<file path="config.mk">
export PLATFORM = sky130hd
export DESIGN_NAME = lsu_stage
export DESIGN_NICKNAME = d
export VERILOG_FILES = /design/src/rtl/lsu_stage_pkg.sv /design/src/rtl/lsu_stage_load_ext.sv /design/src/rtl/lsu_stage.sv
export SDC_FILE = /design/constraint.sdc
export NUM_CORES = 1
export LEC_CHECK = 0
export BUFFER_PORTS_ARGS = -buffer_cell sky130_fd_sc_hd__buf_2
export CAP_MARGIN = 10
export CORE_AREA = 4 4 179 181
export CTS_CLUSTER_DIAMETER = 40
export DETAILED_ROUTE_END_ITERATION = 6
export DIE_AREA = 0 0 183 185
export GPL_ROUTABILITY_DRIVEN = 0
export GPL_TIMING_DRIVEN = 0
export PLACE_DENSITY = 0.66
export SYNTH_ARGS = -nofsm -noshare
export SYNTH_HDL_FRONTEND = slang
export SYNTH_SLANG_ARGS = --single-unit
</file>
<file path="constraint.sdc">
create_clock -name clk -period 1.95 [get_ports clk]
set_input_delay 0.39 -clock clk [delete_from_list [all_inputs] [get_ports clk]]
set_output_delay 0.39 -clock clk [all_outputs]
set_load 0.01 [all_outputs]
</file>
<file path="src/rtl/lsu_stage_pkg.sv">
// Shared definitions for the load/store unit: access size masks, FSM states,
// default bus timeout and small mask helpers.
package lsu_stage_pkg;

  localparam logic [7:0] SZ_B = 8'h01;
  localparam logic [7:0] SZ_H = 8'h03;
  localparam logic [7:0] SZ_W = 8'h0F;
  localparam logic [7:0] SZ_D = 8'hFF;

  localparam int unsigned TIMEOUT_DEFAULT = 255;

  typedef enum logic [1:0] {
    ST_IDLE = 2'd0,
    ST_REQ  = 2'd1,
    ST_RESP = 2'd2
  } lsu_state_e;

  // Low address bits that must be zero for a naturally aligned access (size-1).
  function automatic logic [2:0] align_mask(input logic [7:0] be);
    logic [2:0] m;
    case (be)
      SZ_H:    m = 3'b001;
      SZ_W:    m = 3'b011;
      SZ_D:    m = 3'b111;
      default: m = 3'b000;
    endcase
    return m;
  endfunction

  // Expand a byte mask to a bit mask.
  function automatic logic [63:0] expand_mask(input logic [7:0] be);
    logic [63:0] m;
    m = '0;
    for (int unsigned i = 0; i < 8; i++) begin
      m[i*8 +: 8] = {8{be[i]}};
    end
    return m;
  endfunction

endpackage

</file>
<file path="src/rtl/lsu_stage_load_ext.sv">
// Load data extraction: shift the aligned doubleword down to the accessed
// bytes, then sign- or zero-extend according to the access size.
module lsu_load_ext
  import lsu_stage_pkg::*;
(
  input  logic [63:0] bus_rdata_i,
  input  logic [2:0]  offset_i,
  input  logic [7:0]  byte_enable_i,
  input  logic        mem_ext_un_i,
  output logic [63:0] data_o
);

  logic [63:0] raw;

  // Shift, mask to size and extend from the size's top bit.
  always_comb begin
    raw    = bus_rdata_i >> {offset_i, 3'b000};
    data_o = raw;
    case (byte_enable_i)
      SZ_B:    data_o = {{56{~mem_ext_un_i & raw[7]}},  raw[7:0]};
      SZ_H:    data_o = {{48{~mem_ext_un_i & raw[15]}}, raw[15:0]};
      SZ_W:    data_o = {{32{~mem_ext_un_i & raw[31]}}, raw[31:0]};
      default: data_o = raw;
    endcase
  end

endmodule

</file>
<file path="src/rtl/lsu_stage.sv">
// Load/store unit: captures one access from the core, runs a req/ack bus
// transaction with a timeout, and returns extended load data with a one-cycle
// done pulse. Misaligned accesses complete immediately with an error.
module lsu_stage
  import lsu_stage_pkg::*;
#(
  parameter int unsigned TIMEOUT_CYCLES = TIMEOUT_DEFAULT
) (
  input  logic        clk,
  input  logic        rst,
  input  logic        mem_r_ena,
  input  logic        mem_w_ena,
  input  logic [7:0]  byte_enable,
  input  logic        mem_ext_un,
  input  logic [63:0] addr,
  input  logic [63:0] wdata,
  output logic        stall,
  output logic        done,
  output logic [63:0] rdata,
  output logic        lsu_err,
  output logic        bus_req,
  output logic        bus_we,
  output logic [63:0] bus_addr,
  output logic [63:0] bus_wdata,
  output logic [63:0] bus_wmask,
  input  logic        bus_ack,
  input  logic [63:0] bus_rdata
);

  localparam logic [7:0] TO_LAST = 8'(TIMEOUT_CYCLES - 1);

  lsu_state_e  state_q;
  logic [7:0]  cnt_q;
  logic [2:0]  offset_q;
  logic [7:0]  be_q;
  logic        ext_un_q;
  logic        done_q;
  logic        err_q;
  logic [63:0] rdata_q;
  logic        bus_req_q;
  logic        bus_we_q;
  logic [63:0] bus_addr_q;
  logic [63:0] bus_wdata_q;
  logic [63:0] bus_wmask_q;

  logic        req_any;
  logic        misaligned;
  logic [7:0]  be_shift;
  logic [63:0] load_data;

  // Request decode, alignment check and shifted byte mask for the incoming access.
  always_comb begin
    req_any    = mem_r_ena | mem_w_ena;
    misaligned = (addr[2:0] & align_mask(byte_enable)) != 3'b000;
    be_shift   = byte_enable << addr[2:0];
    stall      = ((state_q == ST_IDLE) & req_any) | (state_q == ST_REQ);
  end

  lsu_load_ext u_load_ext (
    .bus_rdata_i   (bus_rdata),
    .offset_i      (offset_q),
    .byte_enable_i (be_q),
    .mem_ext_un_i  (ext_un_q),
    .data_o        (load_data)
  );

  // Transaction FSM with registered bus and completion outputs.
  always_ff @(posedge clk) begin
    if (rst) begin
      state_q     <= ST_IDLE;
      cnt_q       <= '0;
      offset_q    <= '0;
      be_q        <= '0;
      ext_un_q    <= 1'b0;
      done_q      <= 1'b0;
      err_q       <= 1'b0;
      rdata_q     <= '0;
      bus_req_q   <= 1'b0;
      bus_we_q    <= 1'b0;
      bus_addr_q  <= '0;
      bus_wdata_q <= '0;
      bus_wmask_q <= '0;
    end else begin
      done_q <= 1'b0;
      case (state_q)
        ST_IDLE: begin
          if (req_any) begin
            offset_q <= addr[2:0];
            be_q     <= byte_enable;
            ext_un_q <= mem_ext_un;
            if (misaligned) begin
              state_q <= ST_RESP;
              done_q  <= 1'b1;
              err_q   <= 1'b1;
            end else begin
              state_q     <= ST_REQ;
              cnt_q       <= '0;
              bus_req_q   <= 1'b1;
              bus_we_q    <= mem_w_ena;
              bus_addr_q  <= {addr[63:3], 3'b000};
              bus_wdata_q <= wdata << {addr[2:0], 3'b000};
              bus_wmask_q <= expand_mask(be_shift);
            end
          end
        end
        ST_REQ: begin
          cnt_q <= cnt_q + 8'd1;
          // An ack in the timeout cycle still completes the access cleanly.
          if (bus_ack) begin
            state_q   <= ST_RESP;
            bus_req_q <= 1'b0;
            done_q    <= 1'b1;
            err_q     <= 1'b0;
            if (!bus_we_q) begin
              rdata_q <= load_data;
            end
          end else if (cnt_q == TO_LAST) begin
            state_q   <= ST_RESP;
            bus_req_q <= 1'b0;
            done_q    <= 1'b1;
            err_q     <= 1'b1;
            rdata_q   <= '0;
          end
        end
        ST_RESP: begin
          state_q <= ST_IDLE;
        end
        default: begin
          state_q <= ST_IDLE;
        end
      endcase
    end
  end

  assign done      = done_q;
  assign rdata     = rdata_q;
  assign lsu_err   = err_q;
  assign bus_req   = bus_req_q;
  assign bus_we    = bus_we_q;
  assign bus_addr  = bus_addr_q;
  assign bus_wdata = bus_wdata_q;
  assign bus_wmask = bus_wmask_q;

endmodule

</file>
# --- Yosys cells after proc, flatten, opt, wreduce, memory -nomap -nowiden ---
# Cells that the tools add are included.
# W data, S select, Z words.
word_totals:
  input_bits: 206
  output_inout_bits: 261
  register_bits: 272
  latchBits: 0
  ramBits: 0
  word_cells: 78
  n_memories: 0
  rom_bits: 0
classes:
  order_cmp: 0
  shift: 3
  muxes: 28
  reduce_logical: 11
  bitwise_logic: 9
  addsub: 1
  eq_ne: 13
  n_mul: 0
  div_mod_pow: 0
op_table:
  columns: ["op", "count"]
  rows:
  - ["$mux W64", 3]
  - ["$pmux W64 S3", 1]
  - ["$shl A64 B6 Y64", 1]
  - ["$shr A64 B6 Y64", 1]
  - ["$eq A8 B2 Y1 const B", 2]
  - ["$eq A8 B4 Y1 const B", 2]
  - ["$eq A8 B8 Y1 const B", 2]
  - ["$mux W8", 2]
  - ["$pmux W8 S2", 1]
  - ["$mux W1", 12]
  - ["$pmux W3 S3", 1]
  - ["$reduce_and A3 Y1", 3]
  - ["$add A8 B1 Y8 const B", 1]
  - ["$eq A8 B1 Y1 const B", 1]
  - ["$mux W2", 4]
  - ["$ne A2 B2 Y1 const B", 4]
  - ["$reduce_and A4 Y1", 2]
  - ["$shl A8 B3 Y8", 1]
  - ["$pmux W1 S2", 3]
  - ["$and A1 B1 Y1", 4]
  - ["$pmux W2 S2", 1]
  - ["$reduce_and A2 Y1", 2]
  - ["$reduce_bool A2 Y1", 2]
  - ["$and A3 B3 Y3", 1]
  - ["other kinds (6)", 8]

# --- Longest topological paths before layout ---
# Gate-level depths: netlist of run 1.
logic_depth:
  depth_word: 7
  depth_mapped: 10
  mapped_depth_nobuf: 8

# --- Hierarchy ---
# A second synthesis of run 1 with hierarchy kept.
hier_totals:
  hier_cells: 1564
  hier_area_um2: 13563.0
modules_own_cells:
  columns: ["mod", "area_each_um2", "cells_each", "seq_area_each_um2", "n_inst"]
  rows:
  - ["lsu_stage", 11121.9, 1222, 4464.3, 1]
  - ["lsu_load_ext", 2441.1, 342, 0.0, 1]

# --- Least setup slack after synthesis of run 1 ---
# No wires, ideal clock.
synth_path:
  kind: "register -> register"
  startpoint: "register offset_q[0]"
  endpoint: "register rdata_q[39] (netlist: rdata[39])"
  setup_time_ps: 114
  stages_incl_launch_ff: 8
  arrival_time_ps: 1902
  required_time_ps: 1836
  path_buffers: 1
  period_less_slack_ps: 2016
  slack_ps: -66
  cell_sequence: "dfxtp_1 > mux4_2 > and2_1 > or2_1 > o211ai_2 > a31o_4 > buf_12 > o21ai_2"
synth_between:
  elab_chain_len: 5
  elab_cells_between_ends: 7
  classes_between: "shift (1); mux (3); bitwise (3)"
synth_rtl:
  columns: ["item", "line_no", "rtl"]
  rows:
  - ["start, declared", "lsu_stage.sv:34", "logic [2:0] offset_q;"]
  - ["start signal, assigned", "lsu_stage.sv:88", "offset_q <= addr[2:0];"]
  - ["$shr A64 B6 Y64 (*)", "lsu_stage_load_ext.sv:17", "raw = bus_rdata_i >> {offset_i, 3'b000};"]
  - ["$and A1 B1 Y1, on equally long branches", "lsu_stage_load_ext.sv:22, lsu_stage_load_ext.sv:20, lsu_stage_load_ext.sv:21", null]
  - ["$pmux W64 S3 (*)", "lsu_stage_load_ext.sv:19", "case (byte_enable_i)"]
  - ["$mux W64 (*)", "lsu_stage.sv:114", "if (!bus_we_q) begin"]
  - ["$mux W64 (*)", "lsu_stage.sv:109", "if (bus_ack) begin"]
  - ["end signal, assigned", "lsu_stage.sv:115", "rdata_q <= load_data;"]
  - ["end, declared", "lsu_stage.sv:39", "logic [63:0] rdata_q;"]
# Mark *: on every way between the ends. The rest lies on a longest branch, timed or not. The select of a mux whose other input is x is not followed.
# A chain may end at the register's enable or synchronous reset.

# --- Final worst setup path of run 1 ---
layout_path:
  startpoint: "register offset_q[1]"
  endpoint: "register rdata_q[53] (netlist: rdata[53])"
# The elaborated chain is that of the path after synthesis.

==> metrics.txt, run 1 <==
wire length of the first global-routing pass 76030 µm; reported leakage power 7.791 nW; total standard cell area after synthesis 11970 µm²; maximum capacitance violations 0; cell chain of the critical path buf_6 -> mux2_4 -> mux4_2 -> nand2b_4 -> o211ai_2 -> a31o_4 -> clkbuf_16 -> o21ai_2; simple-gate share of the synthesized area 19.03%; met1 Track Usage GR 34.54%; initial antenna violation count 16; final total power 15.02 mW; startpoint-to-endpoint class of the critical path flop to flop; post-synthesis compound-gate area fraction 21.51%; worst IR drop on VDD 657.6 µV; violated checks setup timing; number of pins exceeding their max-slew limit in the final report 0; Final Critical Period 2.225 ns; largest family of logic cells by synthesized area compound AO/OA/AOI/OAI gates; slew at the pin with the worst max-slew slack 1.056 ns; overall routing resource usage 28.54%; drt wl/cell 21.25 µm; fraction of power consumed by the clock network 40.9%; worst endpoint required time 2.34 ns; maximum number of pins on one net before global-route repair 13; sequential power share 34.4%; initial core utilization 39.32%; Nets 2227; worst-path fanout max 6; number of setup violations in the final report 59; Bufs and invs on worst path 2; Area growth syn-to-layout 37.93%; die span in x 183 µm; Post-synth EDFFs 0; sequential element share of the synthesized area 37.31%; cell count after synthesis 1505; power per cell area 910.3 nW/µm²; TritonCTS buffer count 35; Post-Syn Area per Cell 7.950 µm²; design area 16500 µm²; total number of clock tree sinks 223; Layout Utilization 54.24%; area enclosed by the die boundary 33860 µm²; Clk Tree Root Cell sky130_fd_sc_hd__clkbuf_16; global route hottest layer met2; post-CTS clock slew at the launch and capture registers of the worst setup and hold paths 0.06 ns; clk_lat worst skew 0.51 ns; reported net switching power 4.753 mW; flops & latches, synth 223; crit path capture type flop; I/O Buffers 460; io pins 467; power share of the combinational group 24.8%; share of async-settable or async-resettable flops after synthesis 0%; slowest library cell on the worst path sky130_fd_sc_hd__mux4_2; fraction of met3 tracks used by global routing 6.658%; total via count after detailed routing 13451; startpoint class of the critical path flop; Yosys warning total 0; remaining antenna violation count after routing 0; dpl hpwl 40470 µm; via-per-instance ratio 5.497; detailed-routing iteration count for the pre-antenna-repair pass 7; core area 30430 µm²; class of the tightest hold or removal check input port to flop; dominant delay contributor by cell family on the critical path multiplexers; number of H-tree levels 2; maximum clock frequency 449.5 MHz; setup repair after global routing missed its margin yes; worst slew slack as a fraction of its limit 29.07%; worst setup skew after layout 0.02293 ns; Remaining DRCs 0; height of the die 185 µm; fraction of synthesized area in multiplexers 12.80%; Yosys cell types 60; final critical-path setup slack -0.2747 ns; switching part of the total 31.64%; worst-case hold slack 0.1257 ns; Period Utilization, post-route 114.1%; fraction of layout instances using a drive strength above 1 40.67%; adder-cell share of the synthesized area 0.2091%; dominant register cell in the synthesized netlist sky130_fd_sc_hd__dfxtp_1; Overflow after GRT 0; outcome finished with violations; parity-gate share of the synthesized area counting xor and xnor cells 0.2928%; met2 demand-to-capacity share in global routing 49.01%; Power Internal 10.27 mW; WP data arrival 2.62 ns; TritonCTS clock tree built; site row count 64; Worst path max stage delay 0.50 ns; WL final 52000 µm; initial drt markers 1497; Placed Instance Area 14780 µm²; Max clock buf depth 3; Hold Vio Cnt, Final 0; worst setup slack before clock tree synthesis -0.7822 ns; number of global-route vias before repair 12929
==> cell type report <==
cell class,instances,area [µm²]
timing repair buffer,478,2480
multi-input combinational,1100,6731
tap,396,495.5
fill,2929,13930
inverter,5,18.77
clock buffer,44,979.7
clock inverter,15,170.2
buffer,176,1129
antenna,10,25.02
sequential,223,4474
==> path summary, 6_finish.rpt <==
path / slack (ns) / start / endpoint / cells after the start
setup reg to reg: -0.27 / offset_q[1]$_SDFFE_PP0P_ / rdata[53]$_SDFFE_PP0P_ / 8
hold / removal: 0.13 / addr[50] / bus_addr[50]$_SDFFE_PP0P_ / 3
hold reg to reg: 0.45 / rdata[53]$_SDFFE_PP0P_ / rdata[53]$_SDFFE_PP0P_ / 2
setup / recovery: -0.27 / offset_q[1]$_SDFFE_PP0P_ / rdata[53]$_SDFFE_PP0P_ / 8
==> registers in the layout, indices dropped and copies added, names as in the netlist <==
register	cells
be_q	8
rdata	64
bus_addr	61
bus_we	1
bus_req	1
state_q	2
ext_un_q	1
bus_wdata	64
offset_q	3
done	1
cnt_q	8
bus_wmask	8
lsu_err	1
==> cell usage in the layout (no fill, tap or decap), drive strengths merged, types with 15 or more instances in the layout <==
cell,count
buf,591
nand2,260
dfxtp,223
a21oi,196
nor2,191
clkbuf,107
mux2i,87
o21ai,63
mux2,52
a211oi,38
nor3,33
o211ai,32
a211o,15
==> metrics by stage <==
stage                     std cells  setup TNS (ns)
after detailed placement       2363         -107.14
after CTS                      2428          -8.974
after floorplan                1507         -0.8962
after global routing           2447          -13.69
final                          2447          -11.75
after global placement         2363         -102.91
==> worst min-delay path, stage by stage <==
cell                      delay [ns]
sky130_fd_sc_hd__buf_2          0.09
sky130_fd_sc_hd__nand2_1        0.04
sky130_fd_sc_hd__a21oi_1        0.05
==> layer usage <==
metal / part of all wire (%) / vias to the layer above
met4: 4.5 / 10
met1: 38 / 6173
met5: 0.13 / -
met2: 47 / 870
li1: - / 6222
met3: 11 / 176
==> power groups by stage <==
stage / combinational (mW) / clock (mW) / sequential (mW)
after global placement: 3.41 / 0 / 5.23
after floorplan: 1.89 / 0 / 5.35
after CTS: 3.57 / 6.22 / 5.15
after global routing: 3.97 / 6.41 / 5.20
final: 3.72 / 6.14 / 5.16
after detailed placement: 3.44 / 0 / 5.24
==> Yosys cell counts, drive strengths merged (2+ instances only) <==
| cell type | count | area (µm²) |
|---|---|---|
| mux2 | 52 | 593.1 |
| o211ai | 32 | 245.2 |
| ha | 2 | 25.02 |
| nor4 | 5 | 37.53 |
| a311oi | 3 | 26.28 |
| clkbuf | 55 | 206.5 |
| nand2b | 14 | 95.09 |
| or2 | 4 | 25.02 |
| nand2 | 260 | 975.9 |
| nor3b | 7 | 52.55 |
| inv | 4 | 15.01 |
| nor2b | 10 | 62.56 |
| and2 | 10 | 62.56 |
| nor2 | 191 | 724.4 |
| mux4 | 3 | 67.56 |
| a22oi | 9 | 72.57 |
| nand4 | 2 | 12.51 |
| a21oi | 196 | 980.9 |
| a221oi | 8 | 76.32 |
| a31oi | 8 | 50.05 |
| a2bb2oi | 9 | 78.83 |
| a211oi | 38 | 290.3 |
| dfxtp | 223 | 4464 |
| a21o | 2 | 15.01 |
| o21a | 7 | 52.55 |
| nor3 | 33 | 165.2 |
| xnor2 | 4 | 35.03 |
| mux2i | 87 | 870.8 |
| a211o | 15 | 131.4 |
| buf | 124 | 829.5 |
| or3 | 4 | 25.02 |
| o22a | 6 | 52.55 |
| o21ai | 63 | 427.9 |
| nand3 | 4 | 20.02 |
==> kinds of logic after synthesis <==
logic type	after synthesis
DFF	223
buffers and inverters	184
adders and majority gates	2
muxes	142
AOI/OAI and AO/OA	403
and+or+nand+nor	546
xor gates and xnor gates	4
other	1
==> timing repair <==
item,4_1_cts,5_1_grt
buffers inserted,5,10
gates cloned,2,1
resized for setup,65,69
pin swaps,7,7
endpoints found under the setup margin,154,177
hold buffers,0,0
(Power assumes the default switching activity.)
==> run 2: changes to the inputs <==
--- a/config.mk
+++ b/config.mk
@@ -7,13 +7,14 @@
 export LEC_CHECK = 0
 export BUFFER_PORTS_ARGS = -buffer_cell sky130_fd_sc_hd__buf_2
 export CAP_MARGIN = 10
-export CORE_AREA = 4 4 179 181
+export CORE_MARGIN = 4
+export CORE_UTILIZATION = 42
 export CTS_CLUSTER_DIAMETER = 40
 export DETAILED_ROUTE_END_ITERATION = 6
-export DIE_AREA = 0 0 183 185
 export GPL_ROUTABILITY_DRIVEN = 0
 export GPL_TIMING_DRIVEN = 0
-export PLACE_DENSITY = 0.66
+export PLACE_DENSITY = 0.68
 export SYNTH_ARGS = -nofsm -noshare
 export SYNTH_HDL_FRONTEND = slang
+export SYNTH_HIERARCHICAL = 1
 export SYNTH_SLANG_ARGS = --single-unit
==> run 2 against run 1 <==
  * The run ends with DRC, setup timing left
  * Maximum frequency fell by 1.5%
  * Wire length increased by 12%
  * Total power grew 7.1%
  * Synthesized cell count grew 3.9%
  * Largest power group unchanged
==> metrics.txt, run 2 <==
outcome finished with violations; violated checks DRC, setup timing; slowest library cell on the worst path sky130_fd_sc_hd__o211ai_1; height of the die 187.7 µm (+1.5%); Post-Syn Area per Cell 8.672 µm² (+9.1%); site row count 65 (+1.6%); TritonCTS clock tree built; dominant register cell in the synthesized netlist sky130_fd_sc_hd__dfxtp_1; final critical-path setup slack -0.3076 ns (-0.03292 ns); worst endpoint required time 2.39 ns (+0.05 ns); setup repair after global routing missed its margin yes; Yosys warning total 6 (+6); post-layout instance count excluding filler cells 2530 (+3.4%); WL final 58420 µm (+12%); flops & latches, synth 223 (unchanged); cell count after synthesis 1564 (+3.9%); Area contributors post-synth sky130_fd_sc_hd__dfxtp_1 33%, sky130_fd_sc_hd__mux2i_1 13%, sky130_fd_sc_hd__nand2_1 8.5%; biggest area consumer among synthesized cells sky130_fd_sc_hd__dfxtp_1; number of pins exceeding their max-slew limit in the final report 0 (unchanged); overall routing resource usage 31.04% (+2.5 points); maximum number of pins on one net before global-route repair 20 (+7); sequential element share of the synthesized area 32.92% (-4.4 points); Area growth syn-to-layout 39.60%; dpl hpwl 43620 µm (+7.8%); number of global-route vias before repair 14673 (+13%); worst setup slack before clock tree synthesis -0.7919 ns (-0.009691 ns); clk_lat worst skew 0.52 ns (about the same); maximum capacitance violations 0 (unchanged); slew at the pin with the worst max-slew slack 0.7942 ns (-0.2616 ns); switching part of the total 32.42% (+0.78 points); remaining antenna violation count after routing 0 (unchanged); startpoint of the most critical hold path addr[16]; startpoint class of the critical path flop; core area 31720 µm² (+4.2%); post-CTS clock slew at the launch and capture registers of the worst setup and hold paths 0.06 ns (about the same); reported net switching power 5.216 mW (+9.7%); crit path capture type flop; share of the synthesized area in the top cell type 32.92% (-4.4 points); total via count after detailed routing 14980 (+11%); TritonCTS buffer count 37 (+5.7%); Hold Buf Count CTS 0 (unchanged); leading cell type by number of instances after synthesis sky130_fd_sc_hd__nand2_1; Worst path max stage delay 0.37 ns (-0.13 ns); via-per-instance ratio 5.921 (+7.7%); Overflow after GRT 0 (unchanged); worst-path fanout max 10 (+4); area enclosed by the die boundary 35230 µm² (+4.1%); Max clock buf depth 3 (unchanged); Period Utilization, post-route 115.8% (+1.7 points); reported leakage power 8.679 nW (+11%); WP data arrival 2.70 ns (+0.08 ns); worst slew slack as a fraction of its limit 46.86% (+18 points); source of the worst register-to-register timing path offset_q[1]$_SDFFE_PP0P_; Remaining DRCs 8 (+8); fraction of layout instances using a drive strength above 1 44.19% (+3.5 points); initial core utilization 42.76% (+3.4 points); fraction of power consumed by the clock network 40.3% (-0.6 points); wire length of the first global-routing pass 87080 µm (+15%); number of H-tree levels 2 (unchanged); total standard cell area after synthesis 13560 µm² (+13%); worst setup skew after layout 0.01760 ns (-0.005331 ns); commonest cells after routing, fill and taps aside 476 x sky130_fd_sc_hd__buf_2, 295 x sky130_fd_sc_hd__nand2_1, 217 x sky130_fd_sc_hd__dfxtp_1; synth cell count leaders 306 x sky130_fd_sc_hd__nand2_1, 223 x sky130_fd_sc_hd__dfxtp_1, 182 x sky130_fd_sc_hd__mux2i_1; I/O Buffers 462 (+0.43%); Yosys cell types 72 (+20%); share of async-settable or async-resettable flops after synthesis 0% (unchanged); class of the tightest hold or removal check input port to flop; total number of clock tree sinks 223 (unchanged); most common cell after layout, fill and taps aside sky130_fd_sc_hd__buf_2; initial drt markers 1673 (+12%); maximum clock frequency 442.9 MHz (-1.5%); Power Internal 10.87 mW (+5.9%); power per cell area 849.6 nW/µm² (-6.7%); number of setup violations in the final report 56 (-5.1%); detailed-routing iteration count for the pre-antenna-repair pass 7 (unchanged); initial antenna violation count 4 (-12); Hold Vio Cnt, Final 0 (unchanged); power share of the combinational group 27.7% (+2.9 points); Post-synth EDFFs 0 (unchanged); io pins 467 (unchanged); number of cells in the design after placement 2430 (+2.8%); worst IR drop on VDD 661.4 µV (+0.57%); sequential power share 32.1% (-2.3 points); Final Critical Period 2.258 ns (+0.03292 ns); worst-case hold slack 0.1114 ns (-0.01426 ns); die span in x 187.7 µm (+2.6%); Clk Tree Root Cell sky130_fd_sc_hd__clkbuf_16; cell chain of the critical path buf_6 -> buf_4 -> buf_6 -> buf_8 -> buf_4 -> o21ai_0 -> o221ai_1 -> o211ai_1 -> nand2_1 -> a21oi_1; launch point of the worst path offset_q[1]$_SDFFE_PP0P_; startpoint-to-endpoint class of the critical path flop to flop; Nets 2305 (+3.5%); drt wl/cell 23.09 µm (+8.7%)
[run 2: cell type report]
cell class / count / area (µm²)
Clock buffer: 42 / 964.7
Multi-Input combinational cell: 1125 / 8528
Antenna cell: 3 / 7.507
Sequential cell: 223 / 4472
Clock inverter: 25 / 267.8
Timing Repair Buffer: 498 / 2710
Inverter: 7 / 26.28
Tap cell: 402 / 503.0
Fill cell: 2846 / 12780
Buffer: 205 / 1455
[run 2: through the flow]
| stage | cell area, µm² | utilization [%] | power [mW] | TNS [ns] |
|---|---|---|---|---|
| 2_1_floorplan | 13590 | - | 7.617 | -3.007 |
| 3_3_place_gp | 16410 | 51.73 | 9.086 | -97.37 |
| 3_5_place_dp | 16410 | 51.73 | 9.134 | -98.89 |
| 4_1_cts | 18410 | 58.04 | 15.84 | -5.388 |
| 5_1_grt | 18930 | 59.70 | 16.68 | -11.47 |
| 6_report | 18930 | 59.70 | 16.09 | -8.253 |
[run 2: logic make-up after synthesis]
| kind of cell | after synthesis | synth area share [%] |
|---|---|---|
| compound gates | 351 | 17.59 |
| other cells | 1 | 0.02765 |
| buf+inv | 218 | 8.773 |
| simple gates | 492 | 16.78 |
| flops | 223 | 32.92 |
| mux | 277 | 23.73 |
| fa+ha+maj | 2 | 0.1845 |
[run 2: power groups by stage]
stage          logic [mW]  registers, mW  clock network [mW]
2_1_floorplan        2.27           5.34                   0
3_3_place_gp         3.87           5.22                   0
3_5_place_dp         3.90           5.23                   0
4_1_cts              4.14           5.15                6.55
5_1_grt              4.71           5.20                6.77
6_report             4.45           5.16                6.48
[run 2: path summary, 6_finish.rpt]
check	end	slack, ns	cells past startpoint
min	bus_addr[16]$_SDFFE_PP0P_	0.11	3
max	rdata[23]$_SDFFE_PP0P_	-0.31	10
min reg2reg	bus_wdata[33]$_SDFFE_PP0P_	0.45	2
max reg2reg	rdata[23]$_SDFFE_PP0P_	-0.31	10
[run 2: worst max-delay path: cells and delay by family (launching register included)]
family	cells	cell delay (ns)
compound gates	4	0.97
simple gates	1	0.12
buf+inv	5	0.76
flops	1	0.33
[run 2: repair_timing]
item / CTS / global route
pin swaps: 11 / 20
buffers inserted: 20 / 7
endpoints found under the setup margin: 179 / 128
resized for setup: 158 / 128
gates cloned: 6 / 3
[run 2: per-layer routing]
| layer | GRT usage, % | vias up | part of all wire, % |
|---|---|---|---|
| li1 | - | 6707 | - |
| met1 | 35.91 | 7016 | 36 |
| met2 | 52.84 | 1014 | 48 |
| met3 | 9.550 | 243 | 11 |
| met4 | 14.00 | 0 | 5.7 |
| met5 | 0 | - | 0 |
